===== src/rtl/conv2d_input_unpacker_if.sv =====
// conv2d_input_unpacker_if
//   Bundles the ingress word stream and the egress pixel-vector stream of the
//   conv2d input unpacker.
//   in_data/in_valid/in_ready          : 128-bit packed word stream (into the unpacker)
//   out_px_vec/out_valid/out_ready     : per-channel pixel vector stream (out of the unpacker)
//   out_last                           : vector is the final slice of its word
//   fifo_count                         : words currently buffered
//   master : environment view (drives words, accepts vectors)
//   slave  : unpacker view
interface conv2d_input_unpacker_if #(
  parameter int DEPTH           = 16,
  parameter int NUM_IN_CHANNELS = 4
);
  logic [127:0]                    in_data;
  logic                            in_valid;
  logic                            in_ready;
  logic [NUM_IN_CHANNELS-1:0][7:0] out_px_vec;
  logic                            out_valid;
  logic                            out_ready;
  logic                            out_last;
  logic [$clog2(DEPTH):0]          fifo_count;

  modport master (
    output in_data, in_valid, out_ready,
    input  in_ready, out_px_vec, out_valid, out_last, fifo_count
  );

  modport slave (
    input  in_data, in_valid, out_ready,
    output in_ready, out_px_vec, out_valid, out_last, fifo_count
  );
endinterface


===== src/rtl/conv2d_input_unpacker.sv =====
// conv2d_input_unpacker
//   Buffers 128-bit packed pixel words in a ring-buffer FIFO and unpacks each
//   word into VPW = 16/NUM_IN_CHANNELS consecutive pixel vectors of
//   NUM_IN_CHANNELS bytes. Channel 0 of a vector is taken from the most
//   significant byte of its slice, mirroring the conv2d output packer.
//   Ports:
//     clk  : rising-edge clock
//     rst  : synchronous, active-high reset
//     bus  : conv2d_input_unpacker_if.slave (word in, vector out, fifo_count)
//   DEPTH and NUM_IN_CHANNELS must match the parameters of the connected
//   interface instance.
module conv2d_input_unpacker #(
  parameter int DEPTH           = 16,
  parameter int NUM_IN_CHANNELS = 4
) (
  input logic                    clk,
  input logic                    rst,
  conv2d_input_unpacker_if.slave bus
);

  localparam int VPW   = 16 / NUM_IN_CHANNELS;
  localparam int PTR_W = $clog2(DEPTH);
  localparam int CNT_W = PTR_W + 1;
  localparam int SEL_W = (VPW > 1) ? $clog2(VPW) : 1;
  localparam int VEC_W = NUM_IN_CHANNELS * 8;

  typedef logic [NUM_IN_CHANNELS-1:0][7:0] vec_t;

  logic [127:0]     fifo_mem [DEPTH];
  logic [PTR_W-1:0] wr_ptr;
  logic [PTR_W-1:0] rd_ptr;
  logic [CNT_W-1:0] count;
  logic [SEL_W-1:0] sel;

  logic             push;
  logic             load;
  logic             pop;
  logic             sel_last;
  logic             in_ready_c;
  vec_t             slice_p0;

  vec_t             vec_p1;
  logic             vld_p1;
  logic             last_p1;

  // Slice s of a word starts at byte s*N counted from the MSB; shifting the
  // word up by that many bytes lets every channel use a constant part-select.
  function automatic vec_t extract_slice(input logic [127:0] word,
                                         input logic [SEL_W-1:0] s);
    logic [127:0] shifted;
    vec_t         v;
    shifted = word << (int'(s) * VEC_W);
    for (int i = 0; i < NUM_IN_CHANNELS; i++) begin
      v[i] = shifted[127 - i*8 -: 8];
    end
    return v;
  endfunction

  // Stage p0: FIFO head selection and handshake decode
  assign in_ready_c = (count < CNT_W'(DEPTH));
  assign push       = bus.in_valid && in_ready_c;
  assign sel_last   = (sel == SEL_W'(VPW - 1));
  assign load       = (count != '0) && (!vld_p1 || bus.out_ready);
  assign pop        = load && sel_last;
  assign slice_p0   = extract_slice(fifo_mem[rd_ptr], sel);

  always_ff @(posedge clk) begin
    if (push) begin
      fifo_mem[wr_ptr] <= bus.in_data;
    end
  end

  always_ff @(posedge clk) begin
    if (rst) begin
      wr_ptr <= '0;
      rd_ptr <= '0;
      count  <= '0;
      sel    <= '0;
    end else begin
      if (push) begin
        wr_ptr <= wr_ptr + PTR_W'(1);
      end
      if (pop) begin
        rd_ptr <= rd_ptr + PTR_W'(1);
      end
      if (load) begin
        sel <= sel_last ? '0 : sel + SEL_W'(1);
      end
      case ({push, pop})
        2'b10:   count <= count + CNT_W'(1);
        2'b01:   count <= count - CNT_W'(1);
        default: count <= count;
      endcase
    end
  end

  // Stage p1: registered output vector
  always_ff @(posedge clk) begin
    if (rst) begin
      vld_p1  <= 1'b0;
      last_p1 <= 1'b0;
      vec_p1  <= '0;
    end else if (load) begin
      vld_p1  <= 1'b1;
      last_p1 <= sel_last;
      vec_p1  <= slice_p0;
    end else if (vld_p1 && bus.out_ready) begin
      vld_p1  <= 1'b0;
    end
  end

  assign bus.in_ready   = in_ready_c;
  assign bus.out_px_vec = vec_p1;
  assign bus.out_valid  = vld_p1;
  assign bus.out_last   = last_p1;
  assign bus.fifo_count = count;

endmodule


===== src/flat_wrapper.sv =====
// flat-port wrapper written by rule: the top's interface ports become plain ports
module conv2d_input_unpacker_flat 
#(
  parameter int DEPTH           = 16,
  parameter int NUM_IN_CHANNELS = 4
)
  (clk, rst, bus_in_data, bus_in_valid, bus_out_ready, bus_in_ready, bus_out_px_vec, bus_out_valid, bus_out_last, bus_fifo_count);
  conv2d_input_unpacker_if #(.DEPTH(DEPTH), .NUM_IN_CHANNELS(NUM_IN_CHANNELS)) bus_i ();
  input logic clk;
  input logic rst;
  input wire logic [$bits(bus_i.in_data)-1:0] bus_in_data;
  input wire logic [$bits(bus_i.in_valid)-1:0] bus_in_valid;
  input wire logic [$bits(bus_i.out_ready)-1:0] bus_out_ready;
  output wire logic [$bits(bus_i.in_ready)-1:0] bus_in_ready;
  output wire logic [$bits(bus_i.out_px_vec)-1:0] bus_out_px_vec;
  output wire logic [$bits(bus_i.out_valid)-1:0] bus_out_valid;
  output wire logic [$bits(bus_i.out_last)-1:0] bus_out_last;
  output wire logic [$bits(bus_i.fifo_count)-1:0] bus_fifo_count;
  assign bus_i.in_data = bus_in_data;
  assign bus_i.in_valid = bus_in_valid;
  assign bus_i.out_ready = bus_out_ready;
  assign bus_in_ready = bus_i.in_ready;
  assign bus_out_px_vec = bus_i.out_px_vec;
  assign bus_out_valid = bus_i.out_valid;
  assign bus_out_last = bus_i.out_last;
  assign bus_fifo_count = bus_i.fifo_count;
  conv2d_input_unpacker #(.DEPTH(DEPTH), .NUM_IN_CHANNELS(NUM_IN_CHANNELS)) u_core (.clk(clk), .rst(rst), .bus(bus_i));
endmodule

===== config.mk =====
export PLATFORM = sky130hd
export DESIGN_NAME = conv2d_input_unpacker_flat
export DESIGN_NICKNAME = d
export VERILOG_FILES = /design/src/rtl/conv2d_input_unpacker_if.sv /design/src/rtl/conv2d_input_unpacker.sv /design/src/flat_wrapper.sv
export SDC_FILE = /design/constraint.sdc
export NUM_CORES = 2
export LEC_CHECK = 0
export ABC_AREA = 1
export CORE_MARGIN = 2
export CORE_UTILIZATION = 45
export DETAILED_ROUTE_END_ITERATION = 10
export MAX_ROUTING_LAYER = met4
export PLACE_DENSITY = 0.71
export SYNTH_ARGS = -nofsm -noshare
export SYNTH_HDL_FRONTEND = slang
export SYNTH_SLANG_ARGS = --single-unit

===== constraint.sdc =====
create_clock -name clk -period 9.1 [get_ports clk]
set_clock_uncertainty 0.2 [all_clocks]
set_input_delay 0.91 -clock clk [delete_from_list [all_inputs] [get_ports clk]]
set_output_delay 0.91 -clock clk [all_outputs]
set_load 0.02 [all_outputs]

# [Word-level counts from Yosys, hierarchy flattened]
# Memory sizes are Yosys's and may differ from the RTL's. A register that Yosys moved wholly into a read port is not among the register bits.
# Cells that the tools add are included.
[op_classes] addsub=5 order_cmp=1 eq_ne=3 shifts=1 muxes=8 reduce_logical=9
[op_table] operator="$shl 128x7->128" n=1
[op_table] operator="$pmux 5 s2" n=1
[op_table] operator="$add 4x1->4 const B" n=2
[op_table] operator="$mux 4" n=2
[op_table] operator="$add 5x1->5 const B" n=1
[op_table] operator="$lt 5x5->1 const B" n=1
[op_table] operator="$reduce_bool 5->1" n=1
[op_table] operator="$sub 5x1->5 const B" n=1
[op_table] operator="$eq 2x2->1 const B" n=2
[op_table] operator="$logic_and 1x1->1" n=4
[op_table] operator="$mux 1" n=4
[op_table] operator="$reduce_bool 2->1" n=2
[op_table] operator="$add 2x1->2 const B" n=1
[op_table] operator="$eq 2x1->1 const B" n=1
[op_table] operator="$mux 2" n=1
[op_table] operator="$logic_not 1->1" n=1
[op_table] operator="$logic_or 1x1->1" n=1
[totals] ff_bits=49 ram_bits=2048 input_bits=132 out_inout_bits=40 n_memories=1
[mem_list] name="u_core.fifo_mem" words=16 word_bits=128 rd=1 rd_clocked_by_memory_dff=1 wr=1 line_no="conv2d_input_unpacker.sv:29" rtl="logic [127:0] fifo_mem [DEPTH];"

# [Longest topological paths before layout]
[logic_depth] word_depth=6 ltp_mapped=15

# [Worst setup path after synthesis]
# No wires, ideal clock.
[synth_path] path_kind="input to register" start="in bus_in_valid" end="mem u_core.fifo_mem[11][0], enable pin" t_arrival_ps=6592 t_required_ps=8284 setup_slack_ps=1691 path_stages=4 path_buffers=0 path_cell_list="nand2_1 > nor2_1 > nand2_1 > nor2_1"
[synth_between] elab_chain_len=3
[synth_rtl] item="start, declared" line_no="flat_wrapper.sv:12" rtl="input wire logic [$bits(bus_i.in_valid)-1:0] bus_in_valid;"
[synth_rtl] item="$logic_and 1x1->1" line_no="conv2d_input_unpacker.sv:61" rtl="assign push = bus.in_valid && in_ready_c;"
[synth_rtl] item="$mux 1" line_no="conv2d_input_unpacker.sv:68" rtl="if (push) begin"
[synth_rtl] item="$mux 1 (implied by the code)" line_no="conv2d_input_unpacker.sv:69" rtl="fifo_mem[wr_ptr] <= bus.in_data;"
[synth_rtl] item="end, declared" line_no="conv2d_input_unpacker.sv:29"
# Every way passes these cells.

==> impl_metrics.json <==
{
  "status": "finished clean",
  "core-area_sq_um": 185000,
  "fmax_mhz": 218,
  "gr-usage-all-layers": 0.244,
  "dp_cells": 9210,
  "setup_violations": 0,
  "cts_root_buf": "clkbuf_16",
  "hold_viol_final": 0,
  "yosys.area.top_type_share": 0.732,
  "wire_per_inst_um": 23.9,
  "drive_gt1_frac": 0.0544,
  "peakVddDrop_uv": 229,
  "ys_async_sr_fraction": 0,
  "fill_cells": 15500,
  "avgSynthCellArea_sq_um": 12.1,
  "cap_violations": 0,
  "die_h_um": 436,
  "ys.flop_type": "edfxtp_1",
  "synth_common_cells": "2230 x nand2_1, 2048 x edfxtp_1, 1955 x nand3_1",
  "switchingPower_uw": 5790,
  "cp_data_arrival_time_ps": 5150,
  "ctsResizeCount": 0,
  "drtAntennaViolNets": 0,
  "grt_max_degree": 215,
  "viasPerCell": 5.75,
  "powerDensity_nw_per_um2": 234,
  "total_leakage_power_uw": 0.0327,
  "clkLatencyLatePin_ps": 860,
  "vias": 55300,
  "htreeDepth": 4,
  "report.final.slew_viol_count": 0,
  "ios": 172,
  "die_width_um": 436,
  "dieArea_sq_um": 190000,
  "synth_area_sq_um": 84000,
  "syn_to_final_growth_pct": 12.1,
  "power.internal_uw": 16300,
  "grt_pass1_wl_mm": 339,
  "drtPass1Iterations": 9,
  "path_max_fanout": 210,
  "place_congestion": 0.822,
  "setup_ws_ps": 4510,
  "tns_ps": 0,
  "drt-total-wl_mm": 230,
  "antenna_found_initial": 39,
  "yosysSeqAreaShare": 0.745,
  "yosysWarningCount": 0,
  "hold_path_class": "flop to flop",
  "cts_max_path_buffers": 3,
  "dpl.hpwl_mm": 116,
  "grt_pass1_vias": 52600,
  "combPwrFrac": 0.122,
  "tritoncts": "done",
  "criticalPathCategory": "flop to flop",
  "worst_pin_slew_ps": 1300,
  "syn-instance-count": 6941,
  "drc": 0,
  "place_ws_ps": 4380,
  "cts_setup_buffers": 0,
  "port_buffers": 171,
  "fin_crit_sh": 0.504,
  "initial_core_util": 0.453,
  "post_dp_cell_area_sq_um": 87400,
  "cts_num_sinks": 2101,
  "worst_setup_path_end_kind": "flop",
  "netSwitchingFraction": 0.263,
  "synthTopCellsByArea": "edfxtp_1 73%, nand3_1 12%, nand2_1 10%",
  "clkPwrFrac": 0.379,
  "synth_edf_count": 2048,
  "numCtsBuffers": 203,
  "syn_nets": 7083,
  "layout.cells.non_filler": 9620,
  "ys_ff_latch": 2101,
  "cts_hold_buffers": 0,
  "whs_ps": 278,
  "rows": 158,
  "first_iter_violations": 7423,
  "synth_top_area_cell": "edfxtp_1",
  "startpoint_type": "flop",
  "required_ps": 9670,
  "rsz0062_at_grt": "false",
  "postLayoutCellArea_sq_um": 94200,
  "synth_cell_type_count": 26,
  "grt_overflow_total": 0,
  "path_clk_slew_ps": 60,
  "yosysMostFrequentCell": "nand2_1",
  "p_seq_frac": 0.499,
  "min_period_ps": 4590,
  "relSlewSlack": 0.132,
  "fin_nets": 7077
}
-- layer usage --
layer	GRT usage	vias up	share of wire
li1	-	24600	-
met1	0.312	27000	0.38
met2	0.379	3124	0.47
met3	0.0466	480	0.10
met4	0.113	0	0.046
met5	-	-	0
-- logic make-up (layout without fill, tap and decap cells) --
family                   Yosys count  after routing  share of synthesized area
buffers and inverters            518            689                     0.0309
other                              0             28                          0
XOR/XNOR                           7              7                   0.000730
AND/OR/NAND/NOR                 4287           4287                      0.221
adder cells (fa/ha/maj)           10             10                    0.00149
AO/OA/AOI/OAI                     18             18                    0.00127
flip-flops                      2101           2101                      0.745
-- registers in the layout, summed over array words and instances, names as in the netlist, named ones only --
| register | flops |
|---|---|
| u_core.bus.fifo_count | 5 |
| u_core.wr_ptr | 4 |
| u_core.bus.out_last | 1 |
| u_core.bus.out_valid | 1 |
| u_core.sel | 2 |
| u_core.rd_ptr | 4 |
| u_core.bus.out_px_vec | 32 |
| u_core.fifo_mem | 2048 |
-- critical path, cell delays in order, from the launching register on --
cell     delay, ps
dfxtp_4        570
inv_16         500
buf_4          660
buf_4          720
nand2_1        110
nand3_1        100
nand3_1         80
nand3_1        130
nand3_1        360
nand2_1        300
nand2_1        170
nand3_1        190
nand2_1         70
inv_1           60
-- layout by cell type (no fill, tap or decap), types with 2 or more instances in the layout --
cell	synthesis	layout
clkinv_2	0	31
clkbuf_16	0	203
clkinvlp_4	0	6
nor3_1	3	3
clkbuf_1	90	55
clkinv_8	0	5
clkbuf_8	0	6
dfxtp_1	53	47
diode_2	0	28
clkinv_16	0	7
clkdlybuf4s50_1	0	170
inv_8	0	3
edfxtp_1	2048	2048
inv_1	56	53
a211oi_1	4	4
bufinv_16	0	18
nor2_4	0	16
buf_12	0	20
buf_4	46	57
clkinv_1	0	48
a21oi_1	9	9
nor2_1	94	78
inv_16	0	4
dfxtp_4	0	5
o21ai_0	3	3
nand2_1	2230	2230
ha_1	10	10
nor3b_1	2	2
xor2_1	6	6
nand3_1	1955	1955
-- cell type report --
cell class / instances / area [sq um] / area share
clock buffers: 264 / 5370 / 0.0570
inverters: 59 / 259 / 0.00275
well taps: 2480 / 3100 / 0.0330
repair buffers: 248 / 2530 / 0.0269
multi-input cells: 4322 / 19000 / 0.201
diodes: 28 / 70.1 / 0.000744
flip-flops and latches: 2101 / 62600 / 0.665
clock inverters: 118 / 1280 / 0.0136
-- power groups by stage --
stage                     clock, uW  sequential, uW  combinational, uW
after detailed placement          0           11200               2650
after floorplan                   0           11200               1520
after global placement            0           11200               2610
after CTS                      8440           11000               2660
final                          8360           11000               2690
after global routing           8820           11000               2900
-- worst paths after layout --
check | slack (ps) | depth (start not counted) | to | startpoint
setup / recovery | 4510 | 13 | u_core.bus.out_px_vec[14] | flop
hold / removal | 280 | 2 | u_core.bus.out_last | u_core.bus.out_last
setup reg to reg | 4510 | 13 | u_core.bus.out_px_vec[14] | flop
hold reg to reg | 280 | 2 | u_core.bus.out_last | u_core.bus.out_last
-- through the flow --
step           power, uW   util
6_report           22000  0.508
5_1_grt            22700  0.508
4_1_cts            22100  0.507
3_5_place_dp       13800  0.472
3_3_place_gp       13800  0.472
2_1_floorplan      12700      -
No activity file was read; power rests on OpenSTA's default activity.
